$ cat src/rtl/cube_pkg.sv
// Shared definitions for the cube-root block.
//   state_t    : FSM state encoding (IDLE, CALC, DONE)
//   root_width : number of root bits needed for a given operand width
package cube_pkg;

    typedef enum logic [1:0] {
        IDLE,
        CALC,
        DONE
    } state_t;

    // ceil(width / 3): the cube root of a width-bit value fits in this many bits
    function automatic int root_width(input int width);
        return (width + 2) / 3;
    endfunction

endpackage

$ cat src/rtl/cube_root_trial.sv
// Combinational cube of a candidate root.
// The full 3*RW-bit product is kept, so the result is never truncated.
//   trial : RW-bit candidate root
//   cube  : 3*RW-bit value of trial^3
module cube_root_trial #(
    parameter int RW = 11
) (
    input  logic [RW-1:0]   trial,
    output logic [3*RW-1:0] cube
);

    logic [3*RW-1:0] trial_ext;

    assign trial_ext = {{(2 * RW){1'b0}}, trial};
    assign cube      = trial_ext * trial_ext * trial_ext;

endmodule

$ cat src/rtl/cube_root.sv
// Iterative integer cube root, one root bit per cycle, MSB first.
// Ports:
//   clock, reset_n       : clock, asynchronous active-low reset
//   in_valid / in_ready  : operand handshake, num is the unsigned radicand
//   out_valid / out_ready: result handshake
//   root                 : floor(cbrt(num)), held until the next result completes
//   rem                  : num - root^3 (only when CUBE_ROOT_REM_EN is defined)
// Optional feature macro: CUBE_ROOT_REM_EN adds the rem output and its logic.
module cube_root
    import cube_pkg::*;
#(
    parameter int WIDTH = 32,
    localparam int RW = root_width(WIDTH)
) (
    input  logic             clock,
    input  logic             reset_n,
    input  logic             in_valid,
    output logic             in_ready,
    input  logic [WIDTH-1:0] num,
    output logic             out_valid,
    input  logic             out_ready,
`ifdef CUBE_ROOT_REM_EN
    output logic [WIDTH-1:0] rem,
`endif
    output logic [RW-1:0]    root
);

    localparam int CW = 3 * RW;
    localparam int IW = (RW > 1) ? $clog2(RW) : 1;

    state_t           state_q;
    logic [WIDTH-1:0] num_q;
    logic [RW-1:0]    acc_q;
    logic [RW-1:0]    root_q;
    logic [IW-1:0]    idx_q;

    logic [RW-1:0]    trial;
    logic [CW-1:0]    trial_cube;
    logic [CW-1:0]    num_ext;
    logic             keep;
    logic [RW-1:0]    acc_next;

    // CW >= WIDTH always, so the compare is done at full cube width
    assign trial    = acc_q | (RW'(1) << idx_q);
    assign num_ext  = CW'(num_q);
    assign keep     = (trial_cube <= num_ext);
    assign acc_next = keep ? trial : acc_q;

    cube_root_trial #(
        .RW(RW)
    ) u_trial (
        .trial(trial),
        .cube (trial_cube)
    );

`ifdef CUBE_ROOT_REM_EN
    // Cube of the accepted bits so far, so rem needs no second multiplier
    logic [CW-1:0]    acc_cube_q;
    logic [CW-1:0]    cube_next;
    logic [WIDTH-1:0] rem_q;

    assign cube_next = keep ? trial_cube : acc_cube_q;

    always_ff @(posedge clock or negedge reset_n) begin
        if (!reset_n) begin
            acc_cube_q <= '0;
            rem_q      <= '0;
        end else begin
            if (state_q == IDLE && in_valid) begin
                acc_cube_q <= '0;
            end else if (state_q == CALC) begin
                acc_cube_q <= cube_next;
                if (idx_q == '0) begin
                    rem_q <= WIDTH'(num_ext - cube_next);
                end
            end
        end
    end

    assign rem = rem_q;
`endif

    always_ff @(posedge clock or negedge reset_n) begin
        if (!reset_n) begin
            state_q <= IDLE;
            num_q   <= '0;
            acc_q   <= '0;
            root_q  <= '0;
            idx_q   <= IW'(RW - 1);
        end else begin
            case (state_q)
                IDLE: begin
                    if (in_valid) begin
                        num_q   <= num;
                        acc_q   <= '0;
                        idx_q   <= IW'(RW - 1);
                        state_q <= CALC;
                    end
                end
                CALC: begin
                    acc_q <= acc_next;
                    if (idx_q == '0) begin
                        root_q  <= acc_next;
                        state_q <= DONE;
                    end else begin
                        idx_q <= idx_q - 1'b1;
                    end
                end
                DONE: begin
                    if (out_ready) begin
                        state_q <= IDLE;
                    end
                end
                default: state_q <= IDLE;
            endcase
        end
    end

    assign in_ready  = (state_q == IDLE);
    assign out_valid = (state_q == DONE);
    assign root      = root_q;

endmodule

$ cat config.mk
export PLATFORM = sky130hd
export DESIGN_NAME = cube_root
export DESIGN_NICKNAME = d
export VERILOG_FILES = /design/src/rtl/cube_pkg.sv /design/src/rtl/cube_root_trial.sv /design/src/rtl/cube_root.sv
export SDC_FILE = /design/constraint.sdc
export NUM_CORES = 1
export LEC_CHECK = 0
export ABC_AREA = 1
export CAP_MARGIN = 40
export CORE_AREA = 2 2 138 241
export CTS_BUF_LIST = sky130_fd_sc_hd__clkbuf_8 sky130_fd_sc_hd__clkbuf_16
export DETAILED_ROUTE_END_ITERATION = 12
export DIE_AREA = 0 0 140 243
export PLACE_DENSITY = 0.58
export SLEW_MARGIN = 25
export SYNTH_ARGS = -nofsm -noshare
export SYNTH_HDL_FRONTEND = slang
export SYNTH_SLANG_ARGS = --single-unit
export TNS_END_PERCENT = 100
$ cat constraint.sdc
create_clock -name clock -period 26.2 [get_ports clock]
set_clock_uncertainty 0.2 [all_clocks]
set_input_delay 3.93 -clock clock [delete_from_list [all_inputs] [get_ports clock]]
set_output_delay 3.93 -clock clock [all_outputs]
set_load 0.01 [all_outputs]
==> flow_metrics.py, run 1 <==
metrics = {
    "floorplan": {
        "initial_utilization_pct": 42.6,
        "die_x_um": 140,
        "dieArea_sq_mm": 0.0340,
        "core_area_sq_mm": 0.0321,
        "ios": 49,
        "fp.dieH_um": 243,
        "placement_rows": 87,
    },
    "place": {
        "routabilityCongestion": 0.898,
        "portBuffers": 48,
        "dpl.hpwl_um": 30900,
    },
    "detailed_routing": {
        "ant_nets": 0,
        "routed.top_layer": "met4",
        "wl_um": 36300,
        "routed-wl-met2_um": 20500,
        "wl_met1_um": 12400,
        "vias_per_cell": 5.03,
        "first_pass_iters": 6,
        "drt_iter0_drc": 370,
        "met3WireLength_um": 1110,
        "post_drt_wl_per_cell_um": 16.8,
        "via_count": 10900,
        "remaining_drc_errors": 0,
    },
    "clock_network": {
        "cts_setup_buffers": 0,
        "cts.sinks": 60,
        "root_buffer": "clkbuf_16",
        "cts_tree": "built",
        "cts-resized-gates": 0,
        "clock_latency_ns": 0.35,
        "clock_path_buffers": 2,
        "clk_pin_slew_ns": 0.05,
        "cts_buffers": 9,
        "htreeDepth": 3,
        "hold_buffers": 0,
    },
    "layout": {
        "area_delta_synth_final_pct": 9.84,
        "drive_gt1_share_pct": 5.39,
        "num-fill-cells": 3129,
        "nNetsFinal": 2182,
        "num_antenna_cells": 0,
    },
    "synthesis": {
        "synth.avg_cell_area_sq_um": 7.98,
        "synth_top_area_cell": "fa_1",
        "yosysSeqAreaShare_pct": 11.0,
        "yosys-top-cells-area": "fa_1 (33%), ha_1 (15%), inv_1 (11%), dfrtp_1 (11%), nand2_1 (9.1%)",
        "synth_cell_types": 51,
        "ys_dominant_reg_cell": "dfrtp_1",
        "ys_top_cells_by_count": "inv_1 (390), nand2_1 (331), fa_1 (228), nor2_1 (188), ha_1 (162)",
        "ys_ff_latch": 60,
        "async_reset_ff_share_pct": 100,
        "synth_area_sq_mm": 0.0137,
        "synth_edf_count": 0,
        "synth_most_common_cell": "inv_1",
        "synthCells": 1714,
        "synth_nets": 2140,
        "synth.top_cell.area_share_pct": 33.4,
        "yosysWarnings": 0,
    },
    "critical_path": {
        "cp_max_fo": 18,
        "critPathRequiredTime_ns": 26.27,
        "cpPeakStageDelay_ns": 0.65,
        "crit_path_end_kind": "register",
        "cp_data_arrival_time_ns": 13.70,
        "critPathLaunch": "idx_q[1]",
        "cpMostUsedCell": "fa_1",
        "r2r-start": "idx_q[1]",
        "critPathBufInv": 10,
        "critical_path.top_delay_family": "adder cells",
        "startpoint_type": "register",
        "crit_type": "register to register",
        "cpMaxStageDelayCell": "clkinv_1",
    },
    "timing": {
        "tightest_slew_ns": 0.764,
        "slew_headroom_pct": 49.0,
        "setup_viol": 0,
        "finalCritPeriodShare_pct": 52.0,
        "post-route-min-period_ns": 13.62,
        "tns_ns": 0,
        "clock.fmax_mhz": 73.4,
        "hold_violations": 0,
        "grt_setup_unrepaired": "no",
        "maxSlewViolCount": 0,
    },
    "min_path": {
        "min_from": "root[8]",
        "hold_class": "register to register",
    },
    "grt": {
        "overflow": 0,
        "grt_pass1_wl_um": 60500,
        "grt_start_max_net_pins": 61,
        "grtUsageTotal_pct": 22.8,
        "grt_pass1_vias": 12100,
        "antenna_found_initial": 0,
    },
    "run_status": {
        "status": "finished, final reports clean",
    },
    "run": {
        "drv_cap": 0,
    },
}
## state kept, by name, summed over array words and instances (netlist names)
register,count
num_q,32
acc_q,11
root,11
idx_q,4
state_q,2
## layer usage
layer | track usage [%] | up-vias
met1 | 22.6 | 5307
li1 | - | 5231
met5 | 0 | -
met4 | 12.6 | 0
met2 | 44.7 | 238
met3 | 3.04 | 95
## cell usage in the layout (no fill, tap or decap), drive strengths merged, types with 13 or more instances in the layout
master	Yosys	final
nor2	193	193
a21oi	74	74
clkdlybuf4s50	0	47
inv	395	396
fa	228	228
xor2	34	34
dfrtp	58	58
o21ai	61	61
or2	13	13
nand2	344	344
buf	11	23
nand3	35	35
xnor2	15	15
ha	162	162
## worst min-delay path: stages, from the launching register on
cell     delay, ns
dfrtp_1       0.34
nand2_1       0.05
nand2_1       0.05
## area by class of cell
class	instances	area, sq um	share of cell area (%)
Clock buffer	11	253	1.68
Clock inverter	5	98.8	0.658
Inverter	401	1510	10.0
Multi-Input combinational cell	1213	10500	69.9
Sequential cell	60	1500	10.0
Tap cell	400	500	3.33
Timing Repair Buffer	71	661	4.40
## per-stage QoR
step                area [sq um]  util (%)  setup WS, ns  hold slack, ns  instances
floorplan                  13700         -         15.15           0.255       1714
global placement           14600      45.6         12.58           0.266       2143
detailed placement         14600      45.6         12.61           0.268       2143
CTS                        15000      46.7         12.54           0.283       2159
global route               15000      46.8         11.85           0.304       2161
finish                     15000      46.8         12.58           0.273       2161
## final timing paths
path / endpoint / slack, ns / cells after the start
min in group asynchronous: num_q[5] / 3.40 / 2
setup / recovery: acc_q[2] / 12.58 / 51
max in group asynchronous: idx_q[3] / 21.81 / 3
hold / removal: root[8] / 0.27 / 2
hold reg to reg: root[8] / 0.27 / 2
setup reg to reg: acc_q[2] / 12.58 / 51
## cells by family (layout without fill, tap and decap cells)
group | after synthesis | count (layout) | synth area share, %
buffers and inverters | 441 | 488 | 12.2
AO/OA/AOI/OAI | 172 | 172 | 7.59
adder cells (fa/ha/maj) | 390 | 390 | 48.2
other | 1 | 1 | 0.0274
XOR/XNOR | 49 | 49 | 3.19
flip-flops | 60 | 60 | 11.0
AND/OR/NAND/NOR | 601 | 601 | 17.8
Power of run 1 is left out: the tool's default activity adds up to more than one toggle a clock period on the data nets, which glitch-free logic cannot reach.
==> inputs of run 2 (changes only) <==
- PLACE_DENSITY: 0.58 -> 0.6
- clock period: 26.2 -> 11.19 ns (I/O delays scaled with it)
==> run 2 against run 1 <==
  * The run now ends with DRC, setup timing left
  * Fmax grew 21%
  * Critical path depth grew 2
  * Critical endpoint is now root[10]
  * Die area is the same
==> flow_metrics.py, run 2 (synthesis gave the netlist of run 1 again) <==
metrics = {
    "timing": {
        "post-route-min-period_ns": 11.27,
        "finalCritPeriodShare_pct": 101,
        "setup_viol": 20,
        "slew_headroom_pct": 59.5,
        "maxSlewViolCount": 0,
        "hold_violations": 0,
        "grt_setup_unrepaired": "yes",
        "tightest_slew_ns": 0.607,
        "worst_slack_ns": -0.0772,
        "clock.fmax_mhz": 88.8,
    },
    "detailed_routing": {
        "wl_um": 39400,
        "via_count": 12200,
        "post_drt_wl_per_cell_um": 16.2,
        "drt_iter0_drc": 381,
        "vias_per_cell": 5.00,
        "ant_nets": 0,
        "first_pass_iters": 9,
        "remaining_drc_errors": 2,
    },
    "critical_path": {
        "ff2ff_path_depth": 53,
        "critical_path.top_delay_family": "adder cells",
        "crit_type": "register to register",
        "cpMaxStageDelayCell": "dfstp_2",
        "cpPeakStageDelay_ns": 0.60,
        "cp_data_arrival_time_ns": 11.35,
        "crit_path_end_kind": "register",
        "cpMostUsedCell": "fa_1",
        "cp.depth": 53,
        "cp_max_fo": 6,
        "startpoint_type": "register",
        "critPathBufInv": 11,
        "critPathRequiredTime_ns": 11.27,
    },
    "layout": {
        "largest_reg_flops": 32,
        "layout_commonest_cell": "inv_1",
        "nNetsFinal": 2451,
        "area_delta_synth_final_pct": 33.3,
        "layout_common_cells": "inv_1 (359), nand2_1 (295), buf_4 (269)",
        "largest_register": "num_q",
        "layout.cells.non_filler": 2430,
        "drive_gt1_share_pct": 27.5,
        "num_antenna_cells": 0,
    },
    "clock_network": {
        "clock_latency_ns": 0.35,
        "cts_buffers": 9,
        "root_buffer": "clkbuf_16",
        "clock_path_buffers": 2,
        "cts.sinks": 60,
        "clk_pin_slew_ns": 0.06,
        "htreeDepth": 3,
        "hold_buffers": 0,
        "cts_tree": "built",
    },
    "floorplan": {
        "dieArea_sq_mm": 0.0340,
        "initial_utilization_pct": 42.6,
        "fp.dieH_um": 243,
        "core_area_sq_mm": 0.0321,
        "ios": 49,
        "placement_rows": 87,
        "die_x_um": 140,
    },
    "run_status": {
        "status": "complete, but fails checks",
        "violations": "DRC, setup timing",
    },
    "place": {
        "portBuffers": 48,
        "routabilityCongestion": 0.954,
        "numPlacedInstances": 2349,
        "dpl.hpwl_um": 32400,
    },
    "grt": {
        "grtUsageMet2_pct": 47.1,
        "antenna_found_initial": 0,
        "grt_start_max_net_pins": 61,
        "use_met3_pct": 1.99,
        "busiest_layer": "met2",
        "grtUsageTotal_pct": 23.9,
        "grt_pass1_wl_um": 64400,
        "use_met1_pct": 24.1,
        "grt_pass1_vias": 13300,
        "overflow": 0,
    },
    "min_path": {
        "hold_class": "register to register",
        "worstHoldPathCells": 2,
    },
    "run": {
        "drv_cap": 0,
    },
}
[run 2: cell count changes in the layout (fill, tap and decap cells not counted), moves of 19 or more]
cell     before  now
buf_4        21  269
nor2_1      188  162
buf_6         0   19
ha_4          0   26
nand2_1     331  295
nand2_2      11   32
ha_1        162  136
a21oi_1      67   44
inv_1       391  359
inv_2         5   30
[run 2: per-stage QoR]
step / setup slack [ns] / area [sq um] / setup TNS [ns] / hold WS, ns / utilization (%)
2_1_floorplan: 0.138 / 13700 / 0 / 0.255 / -
3_3_place_gp: -0.670 / 16200 / -13.32 / 0.264 / 50.4
3_5_place_dp: -0.700 / 16200 / -13.93 / 0.264 / 50.4
4_1_cts: -0.0333 / 17400 / -0.0765 / 0.282 / 54.2
5_1_grt: -0.510 / 18200 / -10.08 / 0.295 / 56.8
6_report: -0.0772 / 18200 / -0.856 / 0.268 / 56.8
[run 2: what timing repair did]
action	CTS	global route
endpoints found under the hold margin	0	0
setup buffers	41	22
pin swaps	74	131
gates resized for setup	135	156
gates cloned	1	0
setup endpoints to repair	21	21
[run 2: cell type report]
| type | instances | area [sq um] |
|---|---|---|
| fill | 2850 | 13900 |
| multi-input combinational | 1213 | 11600 |
| timing repair buffer | 340 | 2800 |
| inverter | 401 | 1530 |
| sequential | 60 | 1510 |
| tap | 400 | 500 |
| clock buffer | 9 | 225 |
| clock inverter | 7 | 80.1 |
[run 2: path summary, 6_finish.rpt]
path	startpoint	to	slack [ns]
max	idx_q[1]	root[10]	-0.08
max reg2reg	idx_q[1]	root[10]	-0.08
min in group asynchronous	reset_n	num_q[4]	1.12
min reg2reg	root[3]	root[3]	0.27
min	root[3]	root[3]	0.27
max in group asynchronous	reset_n	idx_q[1]	9.08
[run 2: tightest hold or removal path: stages (launching register included)]
cell     delay, ns
dfrtp_1       0.34
nand2_1       0.05
nand2_1       0.04
[run 2: per-layer routing]
layer | wire (um) | part of all wire, %
met1 | 13400 | 34
met2 | 22300 | 57
met3 | 1040 | 2.6
met4 | 2670 | 6.8
met5 | 0 | 0
Power of run 2 is left out for the same reason.
==> inputs of run 3 (changes only) <==
- CTS_BUF_LIST: sky130_fd_sc_hd__clkbuf_8 sky130_fd_sc_hd__clkbuf_16 -> sky130_fd_sc_hd__clkbuf_2 sky130_fd_sc_hd__clkbuf_4 sky130_fd_sc_hd__clkbuf_8
- GPL_TIMING_DRIVEN: default -> 1
==> run 3 against run 2 <==
  * The flow still finishes with violations (DRC, setup timing)
  * Via count shrank 0.61%
  * Routed wire length shrank 0.84%
  * Hold slack improved by 0.014 ns
==> flow_metrics.py, run 3 (synthesis gave the netlist of run 1 again) <==
metrics = {
    "timing": {
        "setup_viol": 1,
        "clock.fmax_mhz": 89.2,
        "post-route-min-period_ns": 11.21,
        "hold_ws_ns": 0.281,
        "finalCritPeriodShare_pct": 100,
        "worst_slack_ns": -0.0171,
        "grt_setup_unrepaired": "yes",
        "hold_violations": 0,
        "slew_headroom_pct": 59.8,
        "maxSlewViolCount": 0,
        "tightest_slew_ns": 0.603,
        "tns_ns": -0.0171,
    },
    "clock_network": {
        "cts.sinks": 60,
        "cts_tree": "built",
        "htreeDepth": 3,
        "cts_buffers": 9,
        "root_buffer": "clkbuf_8",
        "clk_pin_slew_ns": 0.10,
        "clock_latency_ns": 0.39,
        "hold_buffers": 0,
        "clock_path_buffers": 2,
    },
    "detailed_routing": {
        "first_pass_iters": 9,
        "drt_iter0_drc": 339,
        "vias_per_cell": 4.98,
        "remaining_drc_errors": 2,
        "ant_nets": 0,
        "post_drt_wl_per_cell_um": 16.1,
        "via_count": 12100,
        "wl_um": 39100,
    },
    "critical_path": {
        "cp_data_arrival_time_ns": 11.31,
        "cpMaxStageDelayCell": "dfstp_2",
        "critPathRequiredTime_ns": 11.29,
        "startpoint_type": "register",
        "crit_type": "register to register",
        "cpPeakStageDelay_ns": 0.64,
        "crit_path_end_kind": "register",
        "cp_max_fo": 6,
        "cpMostUsedCell": "nand2_1",
    },
    "run_status": {
        "violations": "DRC, setup timing",
        "status": "complete, but fails checks",
    },
    "grt": {
        "overflow": 0,
        "grt_start_max_net_pins": 61,
        "grt_pass1_wl_um": 63800,
        "antenna_found_initial": 0,
        "grt_pass1_vias": 13200,
        "grtUsageTotal_pct": 23.6,
    },
    "place": {
        "routabilityCongestion": 0.954,
        "numPlacedInstances": 2349,
        "portBuffers": 48,
        "dpl.hpwl_um": 32400,
        "place_ws_ns": -0.700,
    },
    "floorplan": {
        "fp.dieH_um": 243,
        "initial_utilization_pct": 42.6,
        "die_x_um": 140,
        "dieArea_sq_mm": 0.0340,
        "core_area_sq_mm": 0.0321,
        "placement_rows": 87,
        "ios": 49,
    },
    "layout": {
        "num_antenna_cells": 0,
        "layout_commonest_cell": "inv_1",
        "nNetsFinal": 2449,
        "drive_gt1_share_pct": 28.4,
        "multi_input_area_sq_mm": 0.0117,
        "seq_area_sq_mm": 0.00151,
        "layout_common_cells": "inv_1 (361), nand2_1 (293), buf_4 (268)",
        "layout.cells.non_filler": 2428,
        "largest_reg_flops": 32,
        "largest_register": "num_q",
        "area_delta_synth_final_pct": 33.3,
        "num-fill-cells": 2857,
    },
    "min_path": {
        "hold_class": "register to register",
    },
    "run": {
        "drv_cap": 0,
    },
}
## run 3: cell types whose count changed in the layout (fill, tap and decap cells not counted), sizes merged
cell	before	now
clkinv	4	5
buf	293	290
inv	401	400
clkbuf	9	10
## run 3: worst max-delay path, delay by kind of cell (launching register included)
kind | cells | cell delay, ns
buf+inv | 12 | 1.30
xor+xnor | 2 | 0.41
flops | 1 | 0.64
fa+ha+maj | 13 | 5.80
simple gates | 18 | 1.29
compound gates | 9 | 1.46
## run 3: metal layers
layer	routed length, um	share of wire (%)	up-vias	GRT usage [%]
met4	2650	6.8	0	13.0
met3	1120	2.9	140	1.95
met5	0	0	-	0
li1	-	-	5753	-
met2	22300	57	281	46.8
met1	13000	33	5912	23.8
## run 3: timing repair
action | CTS | global route
resized for setup | 107 | 204
setup endpoints to repair | 21 | 21
pin swaps | 70 | 136
cloned | 0 | 1
buffers inserted | 32 | 29
## run 3: path summary, 6_finish.rpt
kind	startpoint	to	slack [ns]	depth (start not counted)
max in group asynchronous	reset_n	idx_q[1]	9.11	3
worst max-delay path	idx_q[3]	acc_q[4]	-0.02	54
worst max register to register	idx_q[3]	acc_q[4]	-0.02	54
min in group asynchronous	reset_n	num_q[4]	1.08	2
worst min-delay path	root[3]	root[3]	0.28	2
worst min register to register	root[3]	root[3]	0.28	2
## run 3: layout make-up
type                            count  area share, %
Multi-Input combinational cell   1213           64.3
Clock inverter                      7          0.439
Sequential cell                    60           8.26
Inverter                          401           8.43
Tap cell                          400           2.75
Timing Repair Buffer              338           15.2
Clock buffer                        9          0.680
## run 3: metrics by stage
stage	util, %	instance area, sq um
final	56.8	18200
after global routing	56.8	18200
after CTS	53.3	17100
after detailed placement	50.4	16200
after global placement	50.4	16200
after floorplan	-	13700
Power of run 3 is left out for the same reason.
